<file path="src/rtl/conv_buf_pkg.sv">
// Shared types and sizing helpers for the strided KxK window generator.
package conv_buf_pkg;

  typedef enum logic [1:0] {IDLE, RUN, DRAIN} conv_state_t;

  function automatic int out_dim(int img, int k, int s, int p);
    return (img + 2 * p - k) / s + 1;
  endfunction

  // Width of a counter that must hold 0..n
  function automatic int cnt_w(int n);
    return $clog2(n + 1);
  endfunction

endpackage

</file>
<file path="src/rtl/conv_line_store.sv">
// Line memory for the window generator: one (K-1)-pixel column history per padded column.
module conv_line_store #(
  parameter int DEPTH = 34,
  parameter int WIDTH = 48,
  parameter int AW    = 6
) (
  input  logic             clk,
  input  logic             we,
  input  logic [AW-1:0]    addr,
  input  logic [WIDTH-1:0] wdata,
  output logic [WIDTH-1:0] rdata
);

  logic [WIDTH-1:0] mem [DEPTH];

  assign rdata = mem[addr];

  always_ff @(posedge clk) begin
    if (we) mem[addr] <= wdata;
  end

endmodule

</file>
<file path="src/rtl/conv_window_stream.sv">
// Raster pixel stream in, zero-padded strided KxK windows out, valid/ready on both sides.
// state | meaning
// IDLE  | waiting for the first pixel of a frame
// RUN   | walking padded raster, consuming interior pixels
// DRAIN | walking trailing pad positions, no input consumed
module conv_window_stream
  import conv_buf_pkg::*;
#(
  parameter int KER_SIZE = 3,
  parameter int BITWIDTH = 8,
  parameter int NFMAPS   = 3,
  parameter int STRIDE   = 1,
  parameter int PAD      = 1,
  parameter int IMG_W    = 32,
  parameter int IMG_H    = 32
) (
  input  logic                                     clk,
  input  logic                                     rst,
  input  logic                                     in_valid,
  output logic                                     in_ready,
  input  logic [NFMAPS*BITWIDTH-1:0]               in_data,
  output logic                                     out_valid,
  input  logic                                     out_ready,
  output logic [NFMAPS*KER_SIZE*KER_SIZE*BITWIDTH-1:0] q,
  output logic                                     out_last,
  output logic                                     frame_done
);

  localparam int K    = KER_SIZE;
  localparam int DW   = BITWIDTH;
  localparam int PIXW = NFMAPS * BITWIDTH;
  localparam int PW   = IMG_W + 2 * PAD;
  localparam int PH   = IMG_H + 2 * PAD;
  localparam int XW   = cnt_w(PW);
  localparam int YW   = cnt_w(PH);
  localparam int SW   = cnt_w(STRIDE);
  localparam int LAW  = $clog2(PW);
  localparam int OW   = out_dim(IMG_W, K, STRIDE, PAD);
  localparam int OH   = out_dim(IMG_H, K, STRIDE, PAD);

  localparam logic [XW-1:0] X_LAST  = XW'(PW - 1);
  localparam logic [XW-1:0] X_FILL  = XW'(K - 1);
  localparam logic [XW-1:0] X_LO    = XW'(PAD);
  localparam logic [XW-1:0] X_SPAN  = XW'(IMG_W);
  localparam logic [XW-1:0] X_HI    = XW'(PAD + IMG_W - 1);
  localparam logic [XW-1:0] X_WLAST = XW'((OW - 1) * STRIDE + K - 1);
  localparam logic [YW-1:0] Y_LAST  = YW'(PH - 1);
  localparam logic [YW-1:0] Y_FILL  = YW'(K - 1);
  localparam logic [YW-1:0] Y_LO    = YW'(PAD);
  localparam logic [YW-1:0] Y_SPAN  = YW'(IMG_H);
  localparam logic [YW-1:0] Y_HI    = YW'(PAD + IMG_H - 1);
  localparam logic [YW-1:0] Y_WLAST = YW'((OH - 1) * STRIDE + K - 1);
  localparam logic [SW-1:0] S_LAST  = SW'(STRIDE - 1);

  conv_state_t state, state_nxt;
  logic [XW-1:0] vx, vx_off;
  logic [YW-1:0] vy, vy_off;
  logic [SW-1:0] xph, yph;
  logic interior, can_move, adv, emit, x_end, y_end, last_int;
  logic [PIXW-1:0] px;
  logic [(K-1)*PIXW-1:0] mem_rd, mem_wr;
  logic [PIXW-1:0] win     [K][K];
  logic [PIXW-1:0] win_nxt [K][K];
  logic [NFMAPS*K*K*DW-1:0] q_nxt;

  // Offset compare: positions left of the pad wrap to large values and fail the span test
  assign vx_off   = vx - X_LO;
  assign vy_off   = vy - Y_LO;
  assign interior = (vx_off < X_SPAN) && (vy_off < Y_SPAN);
  assign can_move = !out_valid || out_ready;
  assign adv      = can_move && (!interior || in_valid) && (state != IDLE);
  assign in_ready = interior && can_move && (state == RUN) && !rst;
  assign px       = interior ? in_data : '0;
  assign x_end    = (vx == X_LAST);
  assign y_end    = (vy == Y_LAST);
  assign last_int = (vx == X_HI) && (vy == Y_HI);
  assign emit     = adv && (vx >= X_FILL) && (vy >= Y_FILL) && (xph == '0) && (yph == '0);

  conv_line_store #(
    .DEPTH (PW),
    .WIDTH ((K - 1) * PIXW),
    .AW    (LAW)
  ) u_line (
    .clk   (clk),
    .we    (adv),
    .addr  (vx[LAW-1:0]),
    .wdata (mem_wr),
    .rdata (mem_rd)
  );

  generate
    if (K == 2) begin : g_k2
      assign mem_wr = px;
    end else begin : g_kn
      assign mem_wr = {mem_rd[(K-2)*PIXW-1:0], px};
    end
  endgenerate

  // Oldest stored row feeds the top of the incoming column
  always_comb begin
    for (int r = 0; r < K; r++) begin
      for (int x = 0; x < K - 1; x++) win_nxt[r][x] = win[r][x+1];
    end
    for (int r = 0; r < K - 1; r++) win_nxt[r][K-1] = mem_rd[(K-2-r)*PIXW +: PIXW];
    win_nxt[K-1][K-1] = px;
  end

  always_comb begin
    q_nxt = '0;
    for (int c = 0; c < NFMAPS; c++)
      for (int r = 0; r < K; r++)
        for (int x = 0; x < K; x++)
          q_nxt[((c*K+r)*K+x)*DW +: DW] = win_nxt[r][x][c*DW +: DW];
  end

  always_comb begin
    state_nxt = state;
    case (state)
      IDLE:    if (in_valid) state_nxt = RUN;
      RUN:     if (adv && last_int) state_nxt = (x_end && y_end) ? IDLE : DRAIN;
      DRAIN:   if (adv && x_end && y_end) state_nxt = IDLE;
      default: state_nxt = IDLE;
    endcase
  end

  always_ff @(posedge clk) begin
    if (adv) win <= win_nxt;
  end

  always_ff @(posedge clk) begin
    if (rst) begin
      state      <= IDLE;
      vx         <= '0;
      vy         <= '0;
      xph        <= '0;
      yph        <= '0;
      out_valid  <= 1'b0;
      out_last   <= 1'b0;
      frame_done <= 1'b0;
      q          <= '0;
    end else begin
      state      <= state_nxt;
      frame_done <= (state != IDLE) && (state_nxt == IDLE);
      if (adv) begin
        if (x_end) begin
          vx  <= '0;
          xph <= '0;
          vy  <= y_end ? '0 : vy + YW'(1);
          if (y_end) yph <= '0;
          else if (vy >= Y_FILL) yph <= (yph == S_LAST) ? '0 : yph + SW'(1);
        end else begin
          vx <= vx + XW'(1);
          if (vx >= X_FILL) xph <= (xph == S_LAST) ? '0 : xph + SW'(1);
        end
      end
      if (emit) begin
        out_valid <= 1'b1;
        q         <= q_nxt;
        out_last  <= (vx == X_WLAST) && (vy == Y_WLAST);
      end else if (out_ready) begin
        out_valid <= 1'b0;
        out_last  <= 1'b0;
      end
    end
  end

endmodule

</file>
<file path="config.mk">
export PLATFORM = sky130hd
export DESIGN_NAME = conv_window_stream
export DESIGN_NICKNAME = d
export VERILOG_FILES = /design/src/rtl/conv_buf_pkg.sv /design/src/rtl/conv_line_store.sv /design/src/rtl/conv_window_stream.sv
export SDC_FILE = /design/constraint.sdc
export NUM_CORES = 2
export LEC_CHECK = 0
export ABC_AREA = 0
export CAP_MARGIN = 20
export CORE_MARGIN = 10
export CORE_UTILIZATION = 42
export DETAILED_ROUTE_END_ITERATION = 10
export DONT_BUFFER_PORTS = 1
export HOLD_SLACK_MARGIN = 0.15
export PLACE_DENSITY = 0.64
export RECOVER_POWER = 50
export SLEW_MARGIN = 40
export SYNTH_ARGS = -nofsm -noshare
export SYNTH_HDL_FRONTEND = slang
export SYNTH_SLANG_ARGS = --single-unit
</file>
<file path="constraint.sdc">
create_clock -name clk -period 28.3 [get_ports clk]
set_input_delay 4.245 -clock clk [delete_from_list [all_inputs] [get_ports clk]]
set_output_delay 4.245 -clock clk [all_outputs]
set_load 0.02 [all_outputs]
</file>
==> impl_results.md <==
- Number of global-route vias before repair: just under 40000
- Critical path class: flip-flop to flip-flop
- Worst-path clk slew: about 0.070 ns
- Fin util: 47.4%
- Failing checks: max-capacitance violations, max-slew violations
- Final Hold Slack: about 0.45 ns
- Clock sink count: about 2000
- Final hold vios: 0
- Post-synth EDFFs: about 1800
- Port bufs: 0
- Placed cell area: 0.0801 mm²
- Clock buffer depth: 3
- Area growth from synthesis to final layout: 12.2%
- Net Sw Power: 1.23 mW
- CP max stage delay: 3.54 ns
- Global Route Usage Sum: between 10% and 20%
- CP Max Fanout: between 50 and 60
- Most frequent cell on the critical path: clkbuf_1
- Yosys warnings: 0
- Syn Std Cell Area: roughly 0.076 mm²
- Clock skew: approximately 0.025 ns
- Most common cell in the netlist: edfxtp_1
- Max Freq: 0.0652 GHz
- Pin count of the biggest net entering global routing: about 230
- CP max-delay cell: clkbuf_1
- FF-to-FF End: u_line.mem[25][44]$_DFFE_PP_
- Tot Pwr: 6.01 mW
- Syn_nets: 3882
- H-Tree Level Count: 4
- Startpoint type of the worst setup path: flip-flop
- Via count: a little under 40000
- Worst path cell trace: clkbuf_1, clkbuf_1, clkbuf_1, clkbuf_1, buf_6, mux4_2, mux4_2, mux2_2, nor2_1, a21oi_2, buf_4
- Num CTS Buffers: approximately 190
- RSZ-0062 raised after global routing: no
- Gp weighted congestion: 0.764
- Boundary Pins: ~250
- Yosys reg bits: between 2000 and 2500
- Antenna diodes: 0
- Minimum clock period: about 15 ns
- Initial DRT Pass Iterations: 7
- Worst r2r path cells: 11
- MaxCap Viol Count: 58
- Reg2reg setup slack: 12.96 ns
- Final Max Tran Viols: roughly 2200
- Crit path required time: roughly 29 ns
- Async SR Flop Fraction: 0%
- Min-Delay Path Class: flip-flop to flip-flop
- Initial drt markers: between 4000 and 5000
- First-pass GRT wire length: between 200000 and 300000 µm
- Slew @ Worst Pin: approximately 4.8 ns
- Post-DP HPWL: roughly 110000 µm
- WL/cell: approximately 31 µm
- Leak pwr: around 25 nW
- Crit end category: flip-flop
- NumNets Final: between 3000 and 4000
- Post-synthesis sequential area ratio: between 70 and 80%
- Clk_lat worst skew: just over 0.8 ns
- Area leader, netlist: edfxtp_1
- PostCTS Resize Cnt: 0
- DIE AREA: around 0.20 mm²
- Top cells by count, synth: edfxtp_1 (1776), mux4_2 (480), dfxtp_1 (239)
- Top_reg_cell synth: edfxtp_1
- Site row count: 156
- CP endpoint: u_line.mem[25][44]$_DFFE_PP_
- Max-slew headroom: -222%
- Remaining DRCs: 0
- Die width: 447 µm
- Final Cell Area: about 0.086 mm²
- Share of power burned in registers: a little over half
- Combinational share of power: about 3.7%
- Gate Count Post-Synth: ~3800
- P_int: approximately 4.8 mW
- Synth top area share: between 60% and 70%
- CTS hold repair buffers: 0
- Worst IR drop on VDD: ~67 µV
- Root buffer cell: clkbuf_16
- Initial antenna violation count: 4
- Gr ovfl total: 0
- Vias/cell: 6.08
- Power per cell area: 70.1 mW/mm²
- Mean area per synthesized cell: about 20 µm²
- Distinct cell type count after synthesis: between 50 and 60
- CTS tree: built
- Final setup fails: 0
- WL final: about 200000 µm
- Sw Share: about a fifth
- Outcome: finished with violations
- Initial Util: between 40 and 50%
- Setup_tns: 0 ns
- Final Cycle Share: between 50% and 60%
- Core area: about 0.18 mm²
- Proportion of layout cells with a drive suffix above 1: a little under a quarter
- Clock share of power: 41.7%
- Chip height: 447 µm
- Postcts setup bufs: 0
- Antenna viol nets, final: 0
- Top area cells in the synthesized netlist: edfxtp_1 (70%), mux4_2 (14%), dfxtp_1 (6.3%)
- Data arrival, critical path: between 15 and 20 ns
## power groups by stage
stage	sequential [mW]	clock [mW]	combinational, mW
global route	3.28	2.66	0.239
floorplan	3.34	0	0.151
detailed placement	3.34	0	0.226
finish	3.28	2.51	0.222
CTS	3.28	2.54	0.226
global placement	3.34	0	0.215
## metal layers
| metal | vias up | share of wire, % | global-route usage [%] |
|---|---|---|---|
| li1 | 16000 | - | - |
| met1 | 20800 | 40 | 27.3 |
| met2 | 1965 | 48 | 31.7 |
| met3 | 343 | 9.3 | 3.99 |
| met4 | 0 | 2.9 | 5.92 |
| met5 | - | 0 | 0 |
## worst min path at each step
stage	slack (ns)	cells past startpoint	endpoint	from
2_1_floorplan	0.43	0	q_nxt[0]$_DFFE_PP_	q_nxt[8]$_DFFE_PP_
3_3_place_gp	0.43	0	q_nxt[127]$_DFFE_PP_	q_nxt[135]$_DFFE_PP_
3_5_place_dp	0.43	0	q_nxt[148]$_DFFE_PP_	q_nxt[156]$_DFFE_PP_
4_1_cts	0.44	0	q_nxt[169]$_DFFE_PP_	q_nxt[177]$_DFFE_PP_
5_1_grt	0.45	0	q_nxt[72]$_DFFE_PP_	q_nxt[80]$_DFFE_PP_
6_report	0.45	0	q_nxt[169]$_DFFE_PP_	q_nxt[177]$_DFFE_PP_
## cell families (layout without fill, tap and decap cells)
group	Yosys count	count (layout)	share of synthesized area, %
adders and majority gates	8	8	0.131
AOI/OAI and AO/OA	474	474	3.45
muxes	577	577	15.5
buffers and inverters	336	545	1.80
DFF	2015	2015	76.0
and+or+nand+nor	436	436	3.12
## registers in the layout, summed over array words and instances, names as in the netlist, named ones only
signal	count
q_nxt	144
q	216
state	2
out_last	1
u_line.mem	1632
vx	6
out_valid	1
frame_done	1
vy	6
## through the flow
step                std cells  setup WS (ns)
floorplan                3846          15.20
global placement         6052          19.13
detailed placement       6070          19.20
CTS                      6423          19.20
global route             6425          11.09
finish                   6425          12.96
## final cells by class
class,instances,area (µm²)
Sequential cell,2015,58100
Tap cell,2370,2970
Inverter,55,208
Multi-Input combinational cell,1495,17200
Clock buffer,282,5330
Timing Repair Buffer,137,1150
Fill cell,14700,95100
Clock inverter,71,779
## critical path, delay by kind of cell (launching register included)
family	cells	cell delay [ns]
AO/OA/AOI/OAI	1	0.07
AND/OR/NAND/NOR	1	0.16
multiplexers	3	1.46
buffers and inverters	6	11.46
flip-flops	1	1.60
## placed cells by master (no fill, tap or decap), types with 19 or more instances in the layout
| cell | count |
|---|---|
| clkbuf_1 | 116 |
| clkbuf_16 | 192 |
| dfxtp_1 | 234 |
| mux4_2 | 480 |
| clkinv_2 | 22 |
| edfxtp_1 | 1776 |
| mux2i_1 | 49 |
| or4_1 | 52 |
| buf_4 | 60 |
| o21ai_0 | 177 |
| nor2_1 | 67 |
| o311ai_0 | 32 |
| clkbuf_8 | 19 |
| mux2_2 | 32 |
| nor2_4 | 21 |
| nand3_1 | 160 |
| a21oi_1 | 207 |
| a21oi_2 | 22 |
| nand4_1 | 77 |
| clkinv_1 | 22 |
| inv_1 | 54 |
Power figures use the tool's default switching activity.
